File: src/rtl/music_beat_sequencer.sv
// Beat sequencer for the score ROMs: steps the 1/4-beat index at a fixed tempo,
// handles play/pause/stop, song select, looping, and muxes the selected tone out.
module music_beat_sequencer #(
   parameter int          CLK_HZ    = 100_000_000,
   parameter int          BEAT_HZ   = 8,
   parameter int          LAST_BEAT = 255,
   parameter int          NUM_SONGS = 4,
   parameter logic [31:0] SILENCE   = 32'd20000,
   localparam int         SW        = (NUM_SONGS > 1) ? $clog2(NUM_SONGS) : 1
) (
   input  logic                    clk,
   input  logic                    rst,
   input  logic                    play_pause,
   input  logic                    stop,
   input  logic                    loop_en,
   input  logic [SW-1:0]           song_sel,
   input  logic [32*NUM_SONGS-1:0] tone_in,
   output logic [7:0]              ibeat_num,
   output logic [SW-1:0]           song_idx,
   output logic [31:0]             tone_out,
   output logic                    playing,
   output logic                    beat_tick,
   output logic                    song_done
);

   localparam int DIV = CLK_HZ / BEAT_HZ;
   localparam int PW  = (DIV > 1) ? $clog2(DIV) : 1;

   localparam logic [PW-1:0] PRE_MAX = PW'(DIV - 1);
   localparam logic [7:0]    LAST    = 8'(LAST_BEAT);

   localparam logic [1:0] ST_STOP  = 2'd0;
   localparam logic [1:0] ST_PLAY  = 2'd1;
   localparam logic [1:0] ST_PAUSE = 2'd2;

   logic [1:0]    state_q, state_d;
   logic [PW-1:0] pre_q, pre_d;
   logic [7:0]    beat_q, beat_d;
   logic [SW-1:0] song_q, song_d;
   logic [31:0]   tone_q, tone_d;
   logic          play_q, tick_q, tick_d, done_q, done_d;
   logic          sel_ok, chg;
   logic [31:0]   tone_sel;

   // Song change request: a differing, in-range selection
   always_comb begin
      sel_ok = 32'(song_sel) < NUM_SONGS;
      chg    = sel_ok && (song_sel != song_q);
   end

   // Next-state: stop first, then song change, then play/pause and tempo stepping
   always_comb begin
      state_d = state_q;
      pre_d   = pre_q;
      beat_d  = beat_q;
      song_d  = song_q;
      tick_d  = 1'b0;
      done_d  = 1'b0;
      if (chg) song_d = song_sel;
      if (stop) begin
         state_d = ST_STOP;
         beat_d  = '0;
         pre_d   = '0;
      end else begin
         if (chg && state_q != ST_STOP) begin
            beat_d = '0;
            pre_d  = '0;
         end
         case (state_q)
            ST_STOP: begin
               if (play_pause) begin
                  state_d = ST_PLAY;
                  pre_d   = '0;
               end
            end
            ST_PLAY: begin
               if (play_pause) begin
                  state_d = ST_PAUSE;
               end else if (!chg) begin
                  if (pre_q == PRE_MAX) begin
                     pre_d = '0;
                     if (beat_q < LAST) begin
                        beat_d = beat_q + 8'd1;
                        tick_d = 1'b1;
                     end else if (loop_en) begin
                        beat_d = '0;
                        tick_d = 1'b1;
                     end else begin
                        beat_d  = '0;
                        done_d  = 1'b1;
                        state_d = ST_STOP;
                     end
                  end else begin
                     pre_d = pre_q + 1'b1;
                  end
               end
            end
            ST_PAUSE: begin
               if (play_pause) state_d = ST_PLAY;
            end
            default: state_d = ST_STOP;
         endcase
      end
   end

   // Select the loaded song's tone; silence whenever the next state is not PLAY
   always_comb begin
      tone_sel = SILENCE;
      for (int k = 0; k < NUM_SONGS; k++) begin
         if (32'(song_q) == k) tone_sel = tone_in[32*k +: 32];
      end
      tone_d = (state_d == ST_PLAY) ? tone_sel : SILENCE;
   end

   // State and registered outputs
   always_ff @(posedge clk or posedge rst) begin
      if (rst) begin
         state_q <= ST_STOP;
         pre_q   <= '0;
         beat_q  <= '0;
         song_q  <= '0;
         tone_q  <= SILENCE;
         play_q  <= 1'b0;
         tick_q  <= 1'b0;
         done_q  <= 1'b0;
      end else begin
         state_q <= state_d;
         pre_q   <= pre_d;
         beat_q  <= beat_d;
         song_q  <= song_d;
         tone_q  <= tone_d;
         play_q  <= (state_d == ST_PLAY);
         tick_q  <= tick_d;
         done_q  <= done_d;
      end
   end

   assign ibeat_num = beat_q;
   assign song_idx  = song_q;
   assign tone_out  = tone_q;
   assign playing   = play_q;
   assign beat_tick = tick_q;
   assign song_done = done_q;

endmodule

File: config.mk
export PLATFORM = sky130hd
export DESIGN_NAME = music_beat_sequencer
export DESIGN_NICKNAME = d
export VERILOG_FILES = /design/src/rtl/music_beat_sequencer.sv
export SDC_FILE = /design/constraint.sdc
export NUM_CORES = 1
export LEC_CHECK = 0
export ABC_CLOCK_PERIOD_IN_PS = 6900
export BUFFER_PORTS_ARGS = -buffer_cell sky130_fd_sc_hd__buf_2
export CORE_MARGIN = 8
export CORE_UTILIZATION = 50
export DETAILED_ROUTE_END_ITERATION = 16
export GPL_ROUTABILITY_DRIVEN = 0
export PLACE_DENSITY = 0.83
export SYNTH_ARGS = -nofsm -noshare
export SYNTH_HDL_FRONTEND = slang
export SYNTH_SLANG_ARGS = --single-unit
File: constraint.sdc
create_clock -name clk -period 6.9 [get_ports clk]
set_input_delay 1.38 -clock clk [delete_from_list [all_inputs] [get_ports clk]]
set_output_delay 1.38 -clock clk [all_outputs]
set_load 0.02 [all_outputs]
Word level (Yosys, flattened, before mapping)
Index checks and enable logic that the tools add are counted.
{ "op_classes": {"add_sub_neg": 2, "magnitude_cmp": 1, "n_eq_ne": 8, "muxes": 41, "n_reduce_logical": 5} }
{ "ops": {"columns": ["op", "count"], "rows": [
  ["2-to-1 mux 32 bit", 5],
  ["2-to-1 mux 24 bit", 6],
  ["2-to-1 mux 8 bit", 7],
  ["one-hot mux 24 bit (2 select lines)", 1],
  ["adder 24 x 1 -> 24 bit, second input constant", 1],
  ["equality test 24 bit, second input constant", 1],
  ["2-to-1 mux 1 bit", 14],
  ["2-to-1 mux 2 bit", 7],
  ["adder 8 x 1 -> 8 bit, second input constant", 1],
  ["less-than comparator 8 bit, second input constant", 1],
  ["equality test 2 x 1 -> 1 bit, second input constant", 3],
  ["equality test 2 bit, second input constant", 3],
  ["zero test 2 bit", 2],
  ["one-hot mux 2 bit (2 select lines)", 1],
  ["!= test 2 bit", 1],
  ["nonzero test 2 bit", 1],
  ["OR reduction 2 bit", 1],
  ["logical AND 1 bit", 1]
]} }
{ "totals": {"register_bits": 71, "inputBits": 135, "word_cells": 65} }

Longest topological paths before layout
Gate-level depths: netlist of run 1.
{ "depth": {"word_depth": 9, "mapped_depth": 7, "mapped_depth_nobuf": 6} }

Worst setup path before layout of run 1
Ideal clock, no wire load.
{ "synth_path": {"path_kind": "input port to flip-flop", "startpoint": "input stop", "endpoint": "register pre_q[21]", "setup_time_ns": 0.087, "t_arrival_ns": 2.804, "path_slack_ns": 4.009, "stages": 6, "n_path_buf": 1, "cell_sequence": "clkbuf_1 > or3b_1 > nor4_2 > o21ai_1 > or3_1 > o211ai_1"} }
{ "synth_via": {"elab_chain_cells": 1} }
{ "synth_lines": {"columns": ["item", "line", "source"], "rows": [
  ["start: declaration", "14", "input logic stop,"],
  ["2-to-1 mux 24 bit", "60", "if (stop) begin"],
  ["named net pre_d[21]", "37", "logic [PW-1:0] pre_q, pre_d;"],
  ["end signal: assignment", "128", "pre_q <= pre_d;"],
  ["end: declaration", "37", null]
]} }
The timed path passes the listed nets, and every way through them passes these cells.
A chain may end at the register's enable or synchronous reset.

Worst setup path in the final report of run 1
{ "layout_path": {"startpoint": "input song_sel[1]", "endpoint": "register pre_q[2]"} }
{ "layout_via": {"elab_chain_cells": 7, "elab_cells_between_ends": 8, "classes_between": "eq/ne (1); mux (6); reduce/logical (1)"} }
{ "layout_lines": {"columns": ["item", "line", "source"], "rows": [
  ["start: declaration", "16", "input logic [SW-1:0] song_sel,"],
  ["!= test 2 bit *", "48", "chg = sel_ok && (song_sel != song_q);"],
  ["logical AND 1 bit", "65", "if (chg && state_q != ST_STOP) begin"],
  ["2-to-1 mux 24 bit", "65", null],
  ["2-to-1 mux 24 bit", "79", "end else if (!chg) begin"],
  ["2-to-1 mux 24 bit", "77", "if (play_pause) begin"],
  ["one-hot mux 24 bit (2 select lines) *", "69", "case (state_q)"],
  ["2-to-1 mux 24 bit *", "60", null],
  ["named net pre_d[2]", "37", null]
]} }
Mark *: on every way through the listed nets, which the timed path passes. The rest lies on a longest branch.

==> flow_summary.ini, run 1 <==
[die]
fp.dieArea_um2 = 11600
placement_rows = 33
core-area_um2 = 8220
chipWidth_um = 108
initial_standard_cell_utilization_of_the_core = 0.513
die-height_um = 108
top_level_i_o_count = 180

[setup_path]
rr_startpoint = song_idx[0]$_DFFE_PP0P_
timing.critical_path.arrival_ns = 3.48
worst_setup_path_startpoint = song_sel[1]
cp-end-kind = flop
critPathKind = in2reg
cp_max_fo = 12
required_ns = 7.15
start_kind = input pin

[sta]
timing.final.setup_violations = 0
fin_skew_ns = 0.00882
final-max-slew-violation-count = 0
report.final.hold_viol_count = 0
relSlewSlack = 0.233
rsz0062_at_grt = no
post-route-min-period_ns = 3.23
maximum_clock_frequency_ghz = 0.309
timing_worst_slew_pin_value_ns = 1.15
setup_total_negative_slack_ns = 0
period_share = 0.469

[clock_network]
cts_resized = 0
clock_root_buffer_master = sky130_fd_sc_hd__clkbuf_8
cts_tree = done
clk_pin_slew_ns = 0.07
tritoncts_num_sinks = 71
cts.repair_timing.setup_buffer_count = 0
worstSkewPairLatency_ns = 0.35
cts-htree-levels = 3
cts_hold_buffers = 0
cts-root-to-sink-buffers = 2
number_of_buffers_created_by_cts = 9

[synthesis]
synth_top_area_cells = sky130_fd_sc_hd__dfrtp_1, sky130_fd_sc_hd__mux4_2, sky130_fd_sc_hd__nor2b_1
synthesis.instances = 393
synth_fp_nets = 530
post-synth-top-area-fraction = 0.391
ys_flop_type = sky130_fd_sc_hd__dfrtp_1
mappedNetlistArea_um2 = 4220
synthDistinctLibCells = 57
synthMostInstantiatedCell = sky130_fd_sc_hd__dfrtp_1
synth_edf_count = 0
ys_ff_latch = 71
synth_sequential_area_ratio = 0.423
synth_top_cell_by_area = sky130_fd_sc_hd__dfrtp_1
ys_warn_count = 0
synthesis.area_per_instance_um2 = 10.7
async_reset_ff_frac = 1.00
post_synth_most_frequent_cells = sky130_fd_sc_hd__dfrtp_1, sky130_fd_sc_hd__nand2_1, sky130_fd_sc_hd__mux4_2

[worst_hold_path]
min-delay-path-class = reg2reg
min_from = pre_q[23]$_DFF_PP0_

[cells_and_area]
n_fill_cell = 628
final_net_count = 698
drive_gt1_frac = 0.452
growth_of_design_area_from_synthesis_to_finish_pct = 29.0
post-route-cell-area_um2 = 5440

[routing]
ant_nets = 0
drt_drc_violations_left = 0
detailedRoute.firstIterationViolations = 437
avgRoutedWirePerCell_um = 20.1
routed_wirelength_mm = 13.5
vias_per_cell = 6.05
firstDrtPassIters = 5
vias = 4071

[global_routing]
first_global_vias = 4231
grt_first_pass_wirelength_mm = 21.1
grt.total_usage = 0.232
grt_max_degree = 72
antenna_found_initial = 1
grt.overflow.total = 0

[pwr]
pwr_density_cell_nw_per_um2 = 196
static-leakage-power_nw = 2.47
vdd_drop_max_v = 0.000124

[job]
drv.max_cap_violation_count = 0

[place]
place.port_buffers = 179
dp_hpwl_mm = 10.7
dpl_cell_area_um2 = 5160

[status]
status = finished, final reports clean
[logic make-up (layout without fill, tap and decap cells)]
| family | Yosys count | count (layout) | synth area share |
|---|---|---|---|
| adders and majority gates | 2 | 2 | 0.00593 |
| other | 0 | 2 | 0 |
| AOI/OAI and AO/OA | 61 | 61 | 0.0958 |
| DFF | 71 | 71 | 0.423 |
| buffers and inverters | 34 | 207 | 0.0347 |
| xor gates and xnor gates | 5 | 5 | 0.0104 |
| and+or+nand+nor | 187 | 187 | 0.257 |
| muxes | 33 | 33 | 0.173 |
[cell type report]
type	instances	area, um2	share of cell area
diodes	2	5.00	0.000920
clock buffers	11	151	0.0278
clock inverters	5	128	0.0235
inverters	9	33.8	0.00621
multi-input cells	288	2290	0.421
flip-flops and latches	71	1780	0.328
well taps	105	131	0.0241
repair buffers	182	918	0.169
[report_power, final]
group	total, mW	switching [mW]	internal, mW
clock network	0.451	0.155	0.296
registers	0.443	0.0119	0.431
logic	0.170	0.0873	0.0823
total	1.06	0.254	0.810
[through the flow]
step | instances | power, mW | hold slack [ns] | setup WS [ns] | util
6_report | 673 | 1.06 | 0.529 | 3.67 | 0.662
5_1_grt | 672 | 1.10 | 0.565 | 3.55 | 0.662
4_1_cts | 671 | 1.07 | 0.532 | 3.71 | 0.662
3_5_place_dp | 655 | 0.621 | 0.516 | 3.43 | 0.628
3_3_place_gp | 655 | 0.616 | 0.512 | 3.54 | 0.628
2_1_floorplan | 393 | 0.552 | 0.473 | 3.73 | -
[placed cells by master (no fill, tap or decap), types with 8 or more instances in the layout]
cell type                    n
sky130_fd_sc_hd__nand4_1    18
sky130_fd_sc_hd__nor2b_1    30
sky130_fd_sc_hd__buf_2     179
sky130_fd_sc_hd__nand2_1    40
sky130_fd_sc_hd__o21ai_0    10
sky130_fd_sc_hd__mux4_2     32
sky130_fd_sc_hd__nor2_1     13
sky130_fd_sc_hd__nand3_1    25
sky130_fd_sc_hd__inv_1       8
sky130_fd_sc_hd__a31oi_1    12
sky130_fd_sc_hd__clkbuf_8   11
sky130_fd_sc_hd__a21oi_1    13
sky130_fd_sc_hd__nor4_1      8
sky130_fd_sc_hd__or3_1      10
sky130_fd_sc_hd__dfrtp_1    65
[path summary, 6_finish.rpt]
| path | endpoint | slack (ns) | cells after the start |
|---|---|---|---|
| max | pre_q[2]$_DFF_PP0_ | 3.67 | 6 |
| min | pre_q[23]$_DFF_PP0_ | 0.53 | 2 |
| max reg2reg | pre_q[2]$_DFF_PP0_ | 3.84 | 5 |
| min reg2reg | pre_q[23]$_DFF_PP0_ | 0.53 | 2 |
| max in group asynchronous | song_idx[0]$_DFFE_PP0P_ | 5.00 | 3 |
| min in group asynchronous | tone_out[21]$_DFF_PP0_ | 1.30 | 3 |
[state kept, by name, summed over array words and instances (netlist names)]
register and count:
beat_tick 1, ibeat_num 8, playing 1, pre_q 24
song_done 1, song_idx 2, state_q 2, tone_out 32
[worst max-delay path, stage by stage]
cell and delay [ns]:
sky130_fd_sc_hd__buf_2 0.12, sky130_fd_sc_hd__xnor2_1 0.38, sky130_fd_sc_hd__nand3_1 0.25, sky130_fd_sc_hd__a21oi_1 0.94, sky130_fd_sc_hd__nand2_1 0.11, sky130_fd_sc_hd__a311oi_1 0.29
[layer usage]
layer,wire length [um],vias up,track usage
li1,-,1851,-
met1,4780,1925,0.262
met5,0,-,0
met4,521,0,0.131
met2,6920,245,0.382
met3,1290,50,0.0731
No activity file was read; power rests on OpenSTA's default activity.
==> run 2, diff against run 1 <==
==> config.mk (replaced) <==
export PLATFORM = sky130hd
export DESIGN_NAME = music_beat_sequencer
export DESIGN_NICKNAME = d
export VERILOG_FILES = /design/src/rtl/music_beat_sequencer.sv
export SDC_FILE = /design/constraint.sdc
export NUM_CORES = 1
export LEC_CHECK = 0
export ABC_CLOCK_PERIOD_IN_PS = 2850
export BUFFER_PORTS_ARGS = -buffer_cell sky130_fd_sc_hd__buf_2
export CORE_MARGIN = 8
export CORE_UTILIZATION = 44
export DETAILED_ROUTE_END_ITERATION = 16
export GPL_ROUTABILITY_DRIVEN = 0
export PLACE_DENSITY = 0.78
export SYNTH_ARGS = -nofsm -noshare
export SYNTH_HDL_FRONTEND = slang
export SYNTH_SLANG_ARGS = --single-unit
==> constraint.sdc (replaced) <==
create_clock -name clk -period 2.85 [get_ports clk]
set_input_delay 0.57 -clock clk [delete_from_list [all_inputs] [get_ports clk]]
set_output_delay 0.57 -clock clk [all_outputs]
set_load 0.02 [all_outputs]
==> flow_summary.ini, run 2 (synthesized netlist as in run 1, its figures left out) <==
[setup_path]
start_kind = flop
timing.critical_path.arrival_ns = 2.64
cp-end-kind = flop
cp_max_fo = 15
critPathKind = reg2reg
critical-path-top-cell-by-count = sky130_fd_sc_hd__a21oi_1
crit_buf_inv = 0
crit_slowest_cell = sky130_fd_sc_hd__dfrtp_1
max_stage_delay_ns = 0.58
cp_cell_sequence = nor3b_1 -> nand4_1 -> a21oi_1 -> a21oi_1 -> a31oi_1
crit_family = simple AND/OR/NAND/NOR gates
required_ns = 3.11

[routing]
vias = 4115
ant_nets = 0
routed_wirelength_mm = 13.7
drt_drc_violations_left = 0
vias_per_cell = 5.85
avgRoutedWirePerCell_um = 19.5
firstDrtPassIters = 5
detailedRoute.firstIterationViolations = 282

[status]
status = finished, final reports clean

[cells_and_area]
ff_latch_area_um2 = 1780
post-route-cell-area_um2 = 5450
final_net_count = 703
layout.cells.most_common = sky130_fd_sc_hd__buf_2
growth_of_design_area_from_synthesis_to_finish_pct = 29.2
mostFrequentLayoutCells = sky130_fd_sc_hd__buf_2, sky130_fd_sc_hd__dfrtp_1, sky130_fd_sc_hd__nand2_1
largest_reg_flops = 32
drive_gt1_frac = 0.457
multiInputGateArea_um2 = 2290
n_fill_cell = 823

[global_routing]
grt_first_pass_wirelength_mm = 21.2
grt.total_usage = 0.208
first_global_vias = 4228
grt_max_degree = 48
antenna_found_initial = 3
grt.overflow.total = 0

[die]
placement_rows = 35
chipWidth_um = 114
core-area_um2 = 9280
die-height_um = 114
initial_standard_cell_utilization_of_the_core = 0.454
top_level_i_o_count = 180
fp.dieArea_um2 = 13000

[clock_network]
worstSkewPairLatency_ns = 0.35
clk_pin_slew_ns = 0.08
cts_tree = done
cts_resized = 0
number_of_buffers_created_by_cts = 9
clock_root_buffer_master = sky130_fd_sc_hd__clkbuf_8
tritoncts_num_sinks = 71
cts.repair_timing.setup_buffer_count = 0
cts-root-to-sink-buffers = 2
cts-htree-levels = 3
cts_hold_buffers = 0

[place]
dp_hpwl_mm = 11.0
dpl_cell_area_um2 = 5240
place.port_buffers = 179

[worst_hold_path]
min-delay-path-class = in2async

[job]
drv.max_cap_violation_count = 0

[sta]
rsz0062_at_grt = no
report.final.hold_viol_count = 0
relSlewSlack = 0.422
setup_total_negative_slack_ns = 0
maximum_clock_frequency_ghz = 0.420
period_share = 0.835
timing.final.setup_violations = 0
fin_skew_ns = 0.0103
final-max-slew-violation-count = 0
timing_worst_slew_pin_value_ns = 0.861
post-route-min-period_ns = 2.38

[pwr]
pwr_density_cell_nw_per_um2 = 426
vdd_drop_max_v = 0.000294
static-leakage-power_nw = 2.47
==> run 2: changes by cell type in the layout (fill, tap and decap cells not counted), sizes merged <==
cell      previous run  this run
buf                182       187
clkinv               0         4
bufinv               4         1
clkbuf              11         9
inv                  9        11
clkinvlp             1         0
diode                2         3
==> run 2: metrics by stage <==
| stage | worst slack (ns) | std cells | hold slack (ns) | total power, mW | utilization |
|---|---|---|---|---|---|
| 6_report | 0.470 | 703 | 0.258 | 2.32 | 0.587 |
| 2_1_floorplan | 0.492 | 393 | 0.473 | 1.34 | - |
| 4_1_cts | 0.559 | 700 | 0.268 | 2.34 | 0.586 |
| 3_3_place_gp | 0.463 | 684 | 0.495 | 1.50 | 0.564 |
| 5_1_grt | 0.348 | 703 | 0.293 | 2.43 | 0.587 |
| 3_5_place_dp | 0.377 | 684 | 0.510 | 1.51 | 0.564 |
==> run 2: area by class of cell <==
type,count,share of cell area
Timing Repair Buffer,187,0.178
Sequential cell,71,0.327
Inverter,9,0.00620
Antenna cell,3,0.00138
Multi-Input combinational cell,288,0.420
Clock buffer,9,0.0227
Tap cell,129,0.0296
Clock inverter,7,0.0149
==> run 2: path summary, 6_finish.rpt <==
| kind | start | to | slack [ns] | cells after the start |
|---|---|---|---|---|
| max | state_q[1]$_DFF_PP0_ | pre_q[22]$_DFF_PP0_ | 0.47 | 5 |
| min | rst | ibeat_num[0]$_DFF_PP0_ | 0.26 | 2 |
| max reg2reg | state_q[1]$_DFF_PP0_ | pre_q[22]$_DFF_PP0_ | 0.47 | 5 |
| min reg2reg | pre_q[23]$_DFF_PP0_ | pre_q[23]$_DFF_PP0_ | 0.53 | 2 |
| max in group asynchronous | rst | tone_out[10]$_DFF_PP1_ | 1.90 | 3 |
| min in group clk | song_sel[1] | song_idx[1]$_DFFE_PP0P_ | 0.37 | 1 |
==> run 2: power by group <==
part | leakage (nW) | internal, mW | total, mW | switching, mW
registers | 0.953 | 1.04 | 1.06 | 0.0184
logic | 1.41 | 0.208 | 0.429 | 0.222
clock network | 0.106 | 0.416 | 0.829 | 0.413
total | 2.47 | 1.67 | 2.32 | 0.653
==> run 2: layer usage <==
layer | track usage | routed length, um
met1 | 0.232 | 4870
met2 | 0.340 | 7070
met3 | 0.0766 | 1400
met4 | 0.109 | 348
met5 | 0 | 0
==> run 3, diff against run 2 <==
--- a/config.mk
+++ b/config.mk
@@ -5,7 +5,7 @@
 export SDC_FILE = /design/constraint.sdc
 export NUM_CORES = 1
 export LEC_CHECK = 0
-export ABC_CLOCK_PERIOD_IN_PS = 2850
+export ABC_CLOCK_PERIOD_IN_PS = 2100
 export BUFFER_PORTS_ARGS = -buffer_cell sky130_fd_sc_hd__buf_2
 export CORE_MARGIN = 8
 export CORE_UTILIZATION = 44
==> constraint.sdc (replaced) <==
create_clock -name clk -period 2.1 [get_ports clk]
set_input_delay 0.42 -clock clk [delete_from_list [all_inputs] [get_ports clk]]
set_output_delay 0.42 -clock clk [all_outputs]
set_load 0.02 [all_outputs]
==> flow_summary.ini, run 3 (synthesized netlist as in run 1, its figures left out) <==
[place]
dp_hpwl_mm = 11.6
place_worst_setup_slack_ns = -0.0303
place.port_buffers = 179
dpl_cell_area_um2 = 5540

[pwr]
static-leakage-power_nw = 2.68
pwr_density_cell_nw_per_um2 = 556
post_route_total_power_mw = 3.25
vdd_drop_max_v = 0.000281

[routing]
ant_nets = 0
drt_drc_violations_left = 0
vias = 4189
firstDrtPassIters = 5
detailedRoute.firstIterationViolations = 295
routed_wirelength_mm = 14.2
avgRoutedWirePerCell_um = 19.2
vias_per_cell = 5.67

[setup_path]
rr_startpoint = pre_q[1]$_DFF_PP0_
crit_end = tone_out[14]$_DFF_PP1_
start_kind = flop
regToRegEndpoint = tone_out[14]$_DFF_PP1_
worst-r2r-cell-count = 7
cp-end-kind = flop
worst_setup_path_startpoint = pre_q[1]$_DFF_PP0_
regToRegSetupSlack_ns = 0.05
timing.critical_path.arrival_ns = 2.35
cp_max_fo = 34
critPathKind = reg2reg
required_ns = 2.40

[die]
top_level_i_o_count = 180
placement_rows = 35
initial_standard_cell_utilization_of_the_core = 0.454
core-area_um2 = 9280
chipWidth_um = 114
die-height_um = 114
fp.dieArea_um2 = 13000

[cells_and_area]
post-route-cell-area_um2 = 5840
mostFrequentLayoutCells = sky130_fd_sc_hd__buf_2, sky130_fd_sc_hd__dfrtp_1, sky130_fd_sc_hd__buf_4
growth_of_design_area_from_synthesis_to_finish_pct = 38.4
layout.cells.most_common = sky130_fd_sc_hd__buf_2
drive_gt1_frac = 0.510
largest_reg_flops = 32
post-route-util = 0.629
final_net_count = 740

[clock_network]
cts-root-to-sink-buffers = 2
number_of_buffers_created_by_cts = 9
cts_hold_buffers = 0
clock_root_buffer_master = sky130_fd_sc_hd__clkbuf_8
worstSkewPairLatency_ns = 0.36
cts.repair_timing.setup_buffer_count = 0
cts-htree-levels = 3
clk_pin_slew_ns = 0.08
cts_tree = done
tritoncts_num_sinks = 71

[sta]
maximum_clock_frequency_ghz = 0.488
timing.final.setup_violations = 0
period_share = 0.976
setup_slack_ns = 0.0499
post-route-min-period_ns = 2.05
fin_skew_ns = 0.0135
relSlewSlack = 0.649
timing_worst_slew_pin_value_ns = 0.526
final-max-slew-violation-count = 0
report.final.hold_viol_count = 0
hold_ws_ns = 0.0237

[job]
drv.max_cap_violation_count = 0

[global_routing]
first_global_vias = 4383
grt_first_pass_wirelength_mm = 22.1
grt.total_usage = 0.217
grt.overflow.total = 0
grt_max_degree = 36
antenna_found_initial = 5

[worst_hold_path]
min-delay-path-class = in2async

[status]
status = finished, final reports clean
run 3: cell types whose count changed in the layout (fill, tap and decap cells not counted), moves of 2 or more:
cell                     previous run  this run
sky130_fd_sc_hd__buf_12             1         3
sky130_fd_sc_hd__and4_1             4         2
sky130_fd_sc_hd__nor4_1             8         6
sky130_fd_sc_hd__and4_2             0         2
sky130_fd_sc_hd__buf_4              7        42
run 3: critical path, stage by stage (launching register included):
cell and delay [ns]:
sky130_fd_sc_hd__dfrtp_1 0.39, sky130_fd_sc_hd__ha_2 0.23, sky130_fd_sc_hd__nand4_1 0.23, sky130_fd_sc_hd__nor3_2 0.28, sky130_fd_sc_hd__nand4_1 0.21, sky130_fd_sc_hd__a31oi_2 0.29, sky130_fd_sc_hd__buf_12 0.22, sky130_fd_sc_hd__or2_2 0.14
run 3: report_power, final:
part	switching, mW	internal, mW
Clock	0.567	0.602
Sequential	0.0174	1.42
Combinational	0.321	0.323
run 3: final cells by class:
type,count,area (um2)
multi-input combinational,288,2360
antenna,2,5.00
sequential,71,1790
tap,129,161
inverter,9,37.5
clock buffer,10,138
timing repair buffer,224,1270
clock inverter,6,76.3
fill,782,3450
run 3: metrics by stage:
step	std cells	TNS (ns)
final	739	0
after global routing	739	-0.214
after CTS	737	0
after detailed placement	721	-0.355
after global placement	721	0
after floorplan	393	0
run 3: timing repair:
item	4_1_cts	5_1_grt
endpoints found under the setup margin	34	57
hold endpoints to repair	0	0
gates resized for setup	1	14
cloned	0	0
pin swaps	0	0
run 3: worst min-delay path by stage:
stage	slack (ns)	end	depth (start not counted)	startpoint
2_1_floorplan	0.47	pre_q[22]$_DFF_PP0_	1	pre_q[22]$_DFF_PP0_
3_3_place_gp	0.40	tone_out[28]$_DFF_PP0_	2	rst
3_5_place_dp	0.40	tone_out[28]$_DFF_PP0_	2	rst
4_1_cts	0.01	tone_out[26]$_DFF_PP0_	2	rst
5_1_grt	0.04	tone_out[30]$_DFF_PP0_	2	rst
6_report	0.02	tone_out[28]$_DFF_PP0_	2	rst
run 3: layer usage:
layer  up-vias  global-route usage  share of wire
li1       1924                   -              -
met1      2010               0.231           0.34
met2       216               0.386           0.53
met3        33              0.0718          0.099
met4         6              0.0941          0.024
met5         -                   0         0.0025
